File: src/rtl/filter_shaper_pkg.sv
// filter_shaper_pkg: shaper FSM states, reset-default K/L/M, pipeline latency and the saturation helper
package filter_shaper_pkg;
  typedef enum logic [1:0] {FLUSH, WARM, RUN} state_t;
  localparam int DEF_K = 4;
  localparam int DEF_L = 8;
  localparam int DEF_M = 0;
  localparam int LATENCY = 5;
  function automatic logic signed [63:0] sat(input logic signed [63:0] v, input int w);
    logic signed [63:0] hi, lo;
    hi = (64'sd1 <<< (w - 1)) - 64'sd1;
    lo = -hi - 64'sd1;
    return v > hi ? hi : v < lo ? lo : v;
  endfunction
endpackage

File: src/rtl/trap_delay_ram.sv
// trap_delay_ram: circular sample buffer, one write port and three registered read taps
module trap_delay_ram #(
  parameter int AW = 6,
  parameter int DW = 12
) (
  input  logic          clk,
  input  logic          we,
  input  logic [AW-1:0] wa,
  input  logic [AW-1:0] ra0,
  input  logic [AW-1:0] ra1,
  input  logic [AW-1:0] ra2,
  input  logic [DW-1:0] wd,
  output logic [DW-1:0] rd0,
  output logic [DW-1:0] rd1,
  output logic [DW-1:0] rd2
);
  logic [DW-1:0] mem [2**AW];
  always_ff @(posedge clk) begin
    if (we) mem[wa] <= wd;
    rd0 <= mem[ra0];
    rd1 <= mem[ra1];
    rd2 <= mem[ra2];
  end
endmodule

File: src/rtl/trap_shaper_rt.sv
// trap_shaper_rt: runtime-configurable trapezoidal shaper with pole-zero correction and saturating output
// Optional peak capture port set enabled by defining TRAP_PEAK_EN.
module trap_shaper_rt
  import filter_shaper_pkg::*;
#(
  parameter int DATA_W = 12,
  parameter int AW     = 6,
  parameter int M_W    = 10,
  parameter int ACC_W  = 40,
  parameter int OUT_W  = 16,
  parameter int SHIFT  = 8
) (
  input  logic                     clk,
  input  logic                     reset,
`ifdef TRAP_PEAK_EN
  input  logic signed [OUT_W-1:0]  peak_thr,
  output logic signed [OUT_W-1:0]  peak_data,
  output logic                     peak_valid,
`endif
  input  logic signed [DATA_W-1:0] in_data,
  input  logic                     in_valid,
  output logic                     in_ready,
  input  logic [AW-1:0]            cfg_k,
  input  logic [AW-1:0]            cfg_l,
  input  logic [M_W-1:0]           cfg_m,
  input  logic                     cfg_load,
  output logic                     cfg_err,
  output logic signed [OUT_W-1:0]  out_data,
  output logic                     out_valid,
  output logic                     out_settled,
  output logic                     sat_flag
);
  state_t state, state_n;
  logic [AW-1:0] k_q, l_q, wp, cnt;
  logic [M_W-1:0] m_q;
  logic cfg_ok, load, acc;
  logic [LATENCY-1:0] v, st;
  logic signed [DATA_W-1:0] x1, t0, t1, t2;
  logic signed [ACC_W-1:0] d2, p, r3, s, mx;
  logic signed [63:0] shx, satv;
  assign cfg_ok = cfg_k != '0 && cfg_l >= cfg_k && ({1'b0, cfg_k} + {1'b0, cfg_l}) <= (AW+1)'(2**AW - 1);
  assign load = cfg_load & cfg_ok;
  assign in_ready = state != FLUSH;
  assign acc = in_valid & in_ready & ~load;
  assign out_valid = v[LATENCY-1];
  assign out_settled = v[LATENCY-1] & st[LATENCY-1];
  assign mx = ACC_W'($signed({1'b0, m_q}));
  assign shx = 64'(s >>> SHIFT);
  assign satv = sat(shx, OUT_W);
  always_ff @(posedge clk)
    if (reset) state <= FLUSH;
    else state <= state_n;
  always_comb
    state_n = load ? FLUSH :
              (state == FLUSH && &wp) ? WARM :
              (state == WARM && acc && ({1'b0, cnt} + (AW+1)'(1)) == ({1'b0, k_q} + {1'b0, l_q})) ? RUN :
              state;
  always_ff @(posedge clk)
    if (reset) begin
      k_q <= AW'(DEF_K);
      l_q <= AW'(DEF_L);
      m_q <= M_W'(DEF_M);
      wp <= '0;
      cnt <= '0;
      cfg_err <= 1'b0;
    end else begin
      cfg_err <= cfg_load & ~cfg_ok;
      if (load) begin
        k_q <= cfg_k;
        l_q <= cfg_l;
        m_q <= cfg_m;
        wp <= '0;
        cnt <= '0;
      end else if (state == FLUSH) begin
        wp <= wp + 1'b1;
        cnt <= '0;
      end else if (acc) begin
        wp <= wp + 1'b1;
        cnt <= cnt + 1'b1;
      end
    end
  // FLUSH reuses the write pointer to sweep zeros through every buffer word
  trap_delay_ram #(.AW(AW), .DW(DATA_W)) u_ram (
    .clk(clk),
    .we(state == FLUSH || acc),
    .wa(wp),
    .ra0(wp - k_q),
    .ra1(wp - l_q),
    .ra2(wp - k_q - l_q),
    .wd(state == FLUSH ? '0 : in_data),
    .rd0(t0),
    .rd1(t1),
    .rd2(t2)
  );
  always_ff @(posedge clk) begin
    x1 <= in_data;
    if (reset | load) begin
      v <= '0;
      st <= '0;
      d2 <= '0;
      p <= '0;
      r3 <= '0;
      s <= '0;
      out_data <= '0;
      sat_flag <= 1'b0;
    end else begin
      v <= {v[LATENCY-2:0], acc};
      st <= {st[LATENCY-2:0], state == RUN};
      if (v[0]) d2 <= ACC_W'(x1) - ACC_W'(t0) - ACC_W'(t1) + ACC_W'(t2);
      if (v[1]) begin
        p <= p + d2;
        r3 <= p + d2 + mx * d2;
      end
      if (v[2]) s <= s + r3;
      if (v[3]) begin
        out_data <= satv[OUT_W-1:0];
        sat_flag <= sat_flag | (satv != shx);
      end
    end
  end
`ifdef TRAP_PEAK_EN
  logic pk_on;
  logic signed [OUT_W-1:0] pk_max;
  always_ff @(posedge clk)
    if (reset | load) begin
      pk_on <= 1'b0;
      pk_max <= '0;
      peak_valid <= 1'b0;
      peak_data <= '0;
    end else begin
      peak_valid <= 1'b0;
      if (out_settled) begin
        if (out_data > peak_thr) begin
          pk_on <= 1'b1;
          pk_max <= (!pk_on || out_data > pk_max) ? out_data : pk_max;
        end else if (pk_on) begin
          pk_on <= 1'b0;
          peak_valid <= 1'b1;
          peak_data <= pk_max;
        end
      end
    end
`endif
endmodule
File: config.mk
export PLATFORM = sky130hd
export DESIGN_NAME = trap_shaper_rt
export DESIGN_NICKNAME = d
export VERILOG_FILES = /design/src/rtl/filter_shaper_pkg.sv /design/src/rtl/trap_delay_ram.sv /design/src/rtl/trap_shaper_rt.sv
export SDC_FILE = /design/constraint.sdc
export NUM_CORES = 2
export LEC_CHECK = 0
export CORE_AREA = 8 8 352 354
export CTS_CLUSTER_DIAMETER = 60
export DETAILED_ROUTE_END_ITERATION = 10
export DIE_AREA = 0 0 360 362
export PLACE_DENSITY = 0.69
export SYNTH_ARGS = -nofsm -noshare
export SYNTH_HDL_FRONTEND = slang
export SYNTH_SLANG_ARGS = --single-unit
export TNS_END_PERCENT = 30
File: constraint.sdc
create_clock -name clk -period 11.7 [get_ports clk]
set_input_delay 2.34 -clock clk [delete_from_list [all_inputs] [get_ports clk]]
set_output_delay 2.34 -clock clk [all_outputs]
set_load 0.05 [all_outputs]
### Word level (Yosys, flattened, before mapping)

Memories as Yosys holds them, arrays and structs flattened. A register that Yosys moved wholly into a read port is not among the register bits.
Index checks and enable logic that the tools add are counted.

* memories kept: 1
* bits of input ports: 38
* word-level logic and storage cells: 74
* register bits after elaboration: 236
* memory bits (writable): 768
* output and inout bits: 21

* muxes and demuxes: 9
* reduce and logical (&&, ||, !) cells: 15
* order comparisons: 4
* equality and inequality tests: 4
* bitwise gates (word level): 9
* add/sub/neg operators: 14
* multiply operators: 1

Memory list
* u_ram.mem: words 64, bits a word 12, rd ports 3, clocked after memory_dff 3, wr ports 1, line trap_delay_ram.sv:17 `logic [DW-1:0] mem [2**AW];`

Operators by type and width (number)
* 64-bit two-way mux: 2
* 40-bit adder: 3
* 64-bit by 32-bit inequality test with 1-bit output: 1
* 11-bit by 40-bit multiplier with 40-bit output: 1
* 32-bit by 16-bit greater-than comparator with 1-bit output (second input constant): 1
* 32-bit by 16-bit less-than comparator with 1-bit output (second input constant): 1
* 6-bit subtractor: 3
* 14-bit by 12-bit adder with 15-bit output: 1
* 6-bit by 6-bit adder with 7-bit output: 2
* 13-bit by 12-bit subtractor with 14-bit output: 1
* 12-bit by 12-bit subtractor with 13-bit output: 1
* 6-bit by 1-bit adder with 6-bit output (second input constant): 2
* 12-bit two-way mux: 1
* 6-bit two-way mux: 2
* 6-bit by 1-bit adder with 7-bit output (second input constant): 1
* 7-bit == test: 1
* 7-bit by 6-bit <= comparator with 1-bit output (second input constant): 1
* 6-bit greater-or-equal comparator: 1
* 6-bit AND reduction: 1
* 2-bit nonzero test: 3
* 6-bit nonzero test: 1
* 3-bit OR reduction: 2
* 1-bit AND: 5
* 1-bit logical AND: 5
* other kinds (8): 13

### Longest topological paths before layout

* depth in word-level cells: 10
* mapped depth: 30
* mapped depth without buffers: 29

### Cells and area by module

From an unflattened synthesis, not the netlist that was laid out.

* cell total of the unflattened synthesis: 4654
* area, all modules: 64378.0 um2

Modules (own cells, without submodules)
* trap_delay_ram: area each 42500.8 um2, instances 1, cells an instance 2206, sequential area each 23782.8 um2
* trap_shaper_rt: area each 21877.2 um2, instances 1, cells an instance 2448, sequential area each 4224.1 um2

### Worst setup path before layout

Ideal clock, no wire load.

* kind: reg2reg
* start point: reg d2[38]
* end point: reg r3[38]
* buffers on the path: 0
* setup time: 0.124 ns
* data arrival time: 7.035 ns
* slack: 4.541 ns
* data required time: 11.576 ns
* stages on the path, launching flop included: 25
* clock period less this slack: 7.159 ns
* cells stage by stage: dfxtp_1 -> ha_1 -> and2_4 -> a221o_1 -> a211o_1 -> a31o_1 -> a41o_1 -> a21o_2 -> xor2_1 -> fa_1 -> fa_1 -> fa_1 -> inv_1 -> fa_1 -> inv_1 -> ha_1 -> and2_1 -> nand4_1 -> or2_2 -> o31a_1 -> a311oi_2 -> a22oi_1 -> a2111oi_2 -> mux2i_1 -> nand3_1

* longest elaborated chain between the ends: 2
* elaborated cells between the ends (all ways): 3
* classes of those cells: add/sub (2); mul (1)

RTL lines
* start, declared: line trap_shaper_rt.sv:39 `logic signed [ACC_W-1:0] d2, p, r3, s, mx;`
* start signal, assigned: line trap_shaper_rt.sv:109 `if (v[0]) d2 <= ACC_W'(x1) - ACC_W'(t0) - ACC_W'(t1) + ACC_W'(t2);`
* 11-bit by 40-bit multiplier with 40-bit output / 40-bit adder (equally long branches): line trap_shaper_rt.sv:112 `r3 <= p + d2 + mx * d2;`
* 40-bit adder (*): line trap_shaper_rt.sv:112
* end signal, assigned: line trap_shaper_rt.sv:112
* end, declared: line trap_shaper_rt.sv:39

Every way passes the cells marked *; elsewhere a longest branch is shown, timed or not.
A chain may end at the register's enable or synchronous reset.

### Final worst setup path

* start point: reg d2[0]
* end point: reg r3[38]

The elaborated chain is that of the path after synthesis.

==> results.json <==
{
  "placed_cells": 5919,
  "cpPeakStageDelay_ns": 0.58,
  "cts_made_buffers": 130,
  "yosys.area.top_type_share": 0.358,
  "grt_max_degree": 96,
  "min_to": "st[3]$_SDFF_PP0_",
  "worstSetupPathType": "register to register",
  "postCtsSetupBuffers": 0,
  "io_pins": 59,
  "rr_worst_depth": 28,
  "cp-start-kind": "register",
  "crit_slowest_cell": "fa_1",
  "timing.rr.end": "r3[38]$_SDFFE_PP0P_",
  "start_util": 0.543,
  "synth_seq_cells": 1015,
  "drt_iter0_markers": 4640,
  "vias": 41400,
  "row_count": 127,
  "antenna_left": 0,
  "finalSetupTns_ns": 0,
  "cp_max_fo": 12,
  "final-seq-area_sq_mm": 0.0280,
  "leakage_nw": 26.0,
  "portBuffers": 58,
  "crit_arrival_ns": 8.60,
  "n_fill_cell": 8815,
  "cts_root_buffer": "clkbuf_16",
  "rsz0062_at_grt": "no",
  "wl_per_cell_um": 29.7,
  "cts_tree": "yes",
  "post-route-period-util": 0.680,
  "power_density_mw_per_mm2": 173,
  "antenna_found_initial": 4,
  "grtUsageTotal": 0.280,
  "drive_above_1_share": 0.246,
  "finalHoldViolCount": 0,
  "synth.most_common_cell": "edfxtp_1",
  "report.final.setup_viol": 0,
  "clk_path_buf_depth": 3,
  "clk_latency_ns": 0.78,
  "slew_violations": 0,
  "tightestPinTransition_ns": 1.28,
  "multi_input_area_sq_mm": 0.0343,
  "final.setup_skew_ns": 0.0427,
  "clk_pin_slew_ns": 0.06,
  "yosysUniqueCellTypes": 76,
  "hp-start": "st[2]$_SDFF_PP0_",
  "post-route-min-period_ns": 7.96,
  "synth-edff-count": 768,
  "cts_resized": 0,
  "post-dp-hpwl_mm": 119,
  "viasPerCell": 6.72,
  "ir_worst_vdd_uv": 178,
  "stdcell_count": 6160,
  "syn_area_sq_mm": 0.0644,
  "syn2layout_area_growth_pct": 11.4,
  "fp.dieW_um": 360,
  "worst_hold_path_type": "register to register",
  "r2r_setup_slack_ns": 3.74,
  "reg2reg_from": "d2[0]$_SDFFE_PP0P_",
  "status": "finished, final reports clean",
  "maxCapViolCount": 0,
  "required_ns": 12.35,
  "drt_pass1_iterations": 8,
  "die_y_um": 362,
  "drt-total-wl_mm": 183,
  "gp_congestion": 0.885,
  "htreeDepth": 4,
  "finalInstanceArea_sq_mm": 0.0718,
  "yosys_warnings": 0,
  "place_area_sq_mm": 0.0672,
  "max-slew-margin-rel": 0.140,
  "clock.fmax_ghz": 0.126,
  "cts_hold_buf": 0,
  "synthArstFlopShare": 0,
  "cp-end-kind": "register",
  "core_area_sq_mm": 0.119,
  "cp_common_cell": "fa_1",
  "grt_overflow": 0,
  "grt_pass1_wl_mm": 272,
  "post-route-drc-count": 0,
  "die-area_sq_mm": 0.130,
  "nNetsFinal": 4996,
  "cts_sinks": 1015,
  "synth_ff_type": "edfxtp_1",
  "grt_pass1_vias": 42200,
  "synth_commonest_cells": "edfxtp_1, mux4_2, inv_1, nor2_1, fa_1",
  "synth_top_cell_by_area": "edfxtp_1",
  "postSynthAreaPerCell_sq_um": 14.4,
  "synth_seq_area_share": 0.435,
  "min_path_cells": 1,
  "synth_area_leaders": "edfxtp_1, mux4_2, fa_1",
  "holdWs_ns": 0.419,
  "synth_nets": 4954,
  "synthCells": 4461
}
cell families after synthesis:
kind of cell    share of synthesized area
flops                               0.435
compound gates                     0.0547
simple gates                       0.0597
xor+xnor                           0.0196
fa+ha+maj                           0.118
buf+inv                            0.0378
mux                                 0.276
flip-flops by register name (all words and copies together) (netlist names):
name       count
l_q            6
cnt            6
u_ram.rd0     12
u_ram.rd2     12
wp             6
state          2
x1            12
u_ram.rd1     12
sat_flag       1
d2            15
v              5
s             40
k_q            6
out_data      16
p             40
m_q           10
r3            40
cfg_err        1
u_ram.mem    768
st             5
layout by cell type (no fill, tap or decap), types with 27 or more instances in the layout:
cell type / Yosys / layout
clkdlybuf4s50_1: 0 / 58
xnor2_1: 93 / 83
o21ai_0: 87 / 87
nor2b_1: 52 / 40
mux2i_1: 129 / 129
edfxtp_1: 768 / 768
xor2_1: 49 / 47
nor2_1: 291 / 289
buf_4: 0 / 124
and2_1: 99 / 98
ha_1: 204 / 201
nand2_1: 167 / 167
clkbuf_16: 0 / 133
a211oi_1: 47 / 47
mux4_2: 732 / 732
inv_1: 359 / 359
nand3_1: 47 / 47
fa_1: 251 / 248
a21o_1: 82 / 82
dfxtp_1: 247 / 245
a21oi_1: 153 / 153
nor3_1: 45 / 45
o21a_1: 27 / 27
through the flow:
step | utilization | setup WS, ns | power, mW
final | 0.605 | 3.74 | 12.4
after global placement | 0.566 | 3.77 | 8.15
after global routing | 0.605 | 3.14 | 12.8
after floorplan | - | 4.54 | 6.81
after detailed placement | 0.566 | 3.75 | 8.17
after CTS | 0.605 | 3.73 | 12.4
metal layers:
| layer | GRT usage | part of all wire | up-vias |
|---|---|---|---|
| li1 | - | - | 17300 |
| met1 | 0.356 | 0.36 | 21200 |
| met2 | 0.454 | 0.48 | 2266 |
| met3 | 0.0637 | 0.10 | 566 |
| met4 | 0.147 | 0.060 | 4 |
| met5 | 0 | 0.00015 | - |
worst max-delay path by stage:
stage                          end                 from  depth (start not counted)
2_1_floorplan  r3[38]$_SDFFE_PP0P_  d2[38]$_SDFFE_PP0P_                         24
3_3_place_gp   r3[38]$_SDFFE_PP0P_   d2[0]$_SDFFE_PP0P_                         28
3_5_place_dp   r3[38]$_SDFFE_PP0P_   d2[0]$_SDFFE_PP0P_                         28
4_1_cts        r3[38]$_SDFFE_PP0P_   d2[0]$_SDFFE_PP0P_                         28
5_1_grt        r3[38]$_SDFFE_PP0P_   d2[1]$_SDFFE_PP0P_                         25
6_report       r3[38]$_SDFFE_PP0P_   d2[0]$_SDFFE_PP0P_                         28
final cells by class:
cell class / instances / share of cell area
repair buffers: 187 / 0.0224
well taps: 1548 / 0.0270
diodes: 2 / 0.0000697
multi-input cells: 2810 / 0.478
flip-flops and latches: 1015 / 0.390
clock inverters: 82 / 0.0155
clock buffers: 157 / 0.0486
inverters: 359 / 0.0188
worst max-delay path, delay by kind of cell, from the launching register on:
kind | cells | cell delay, ns
buf+inv | 2 | 0.09
simple gates | 6 | 1.09
xor+xnor | 1 | 0.20
flops | 1 | 0.39
mux | 1 | 0.22
compound gates | 11 | 2.77
fa+ha+maj | 7 | 3.08
power breakdown:
part           internal, mW  switching [mW]
Combinational          1.84            2.34
Clock                  2.55            1.69
Sequential             3.92          0.0528
(Power assumes the default switching activity.)
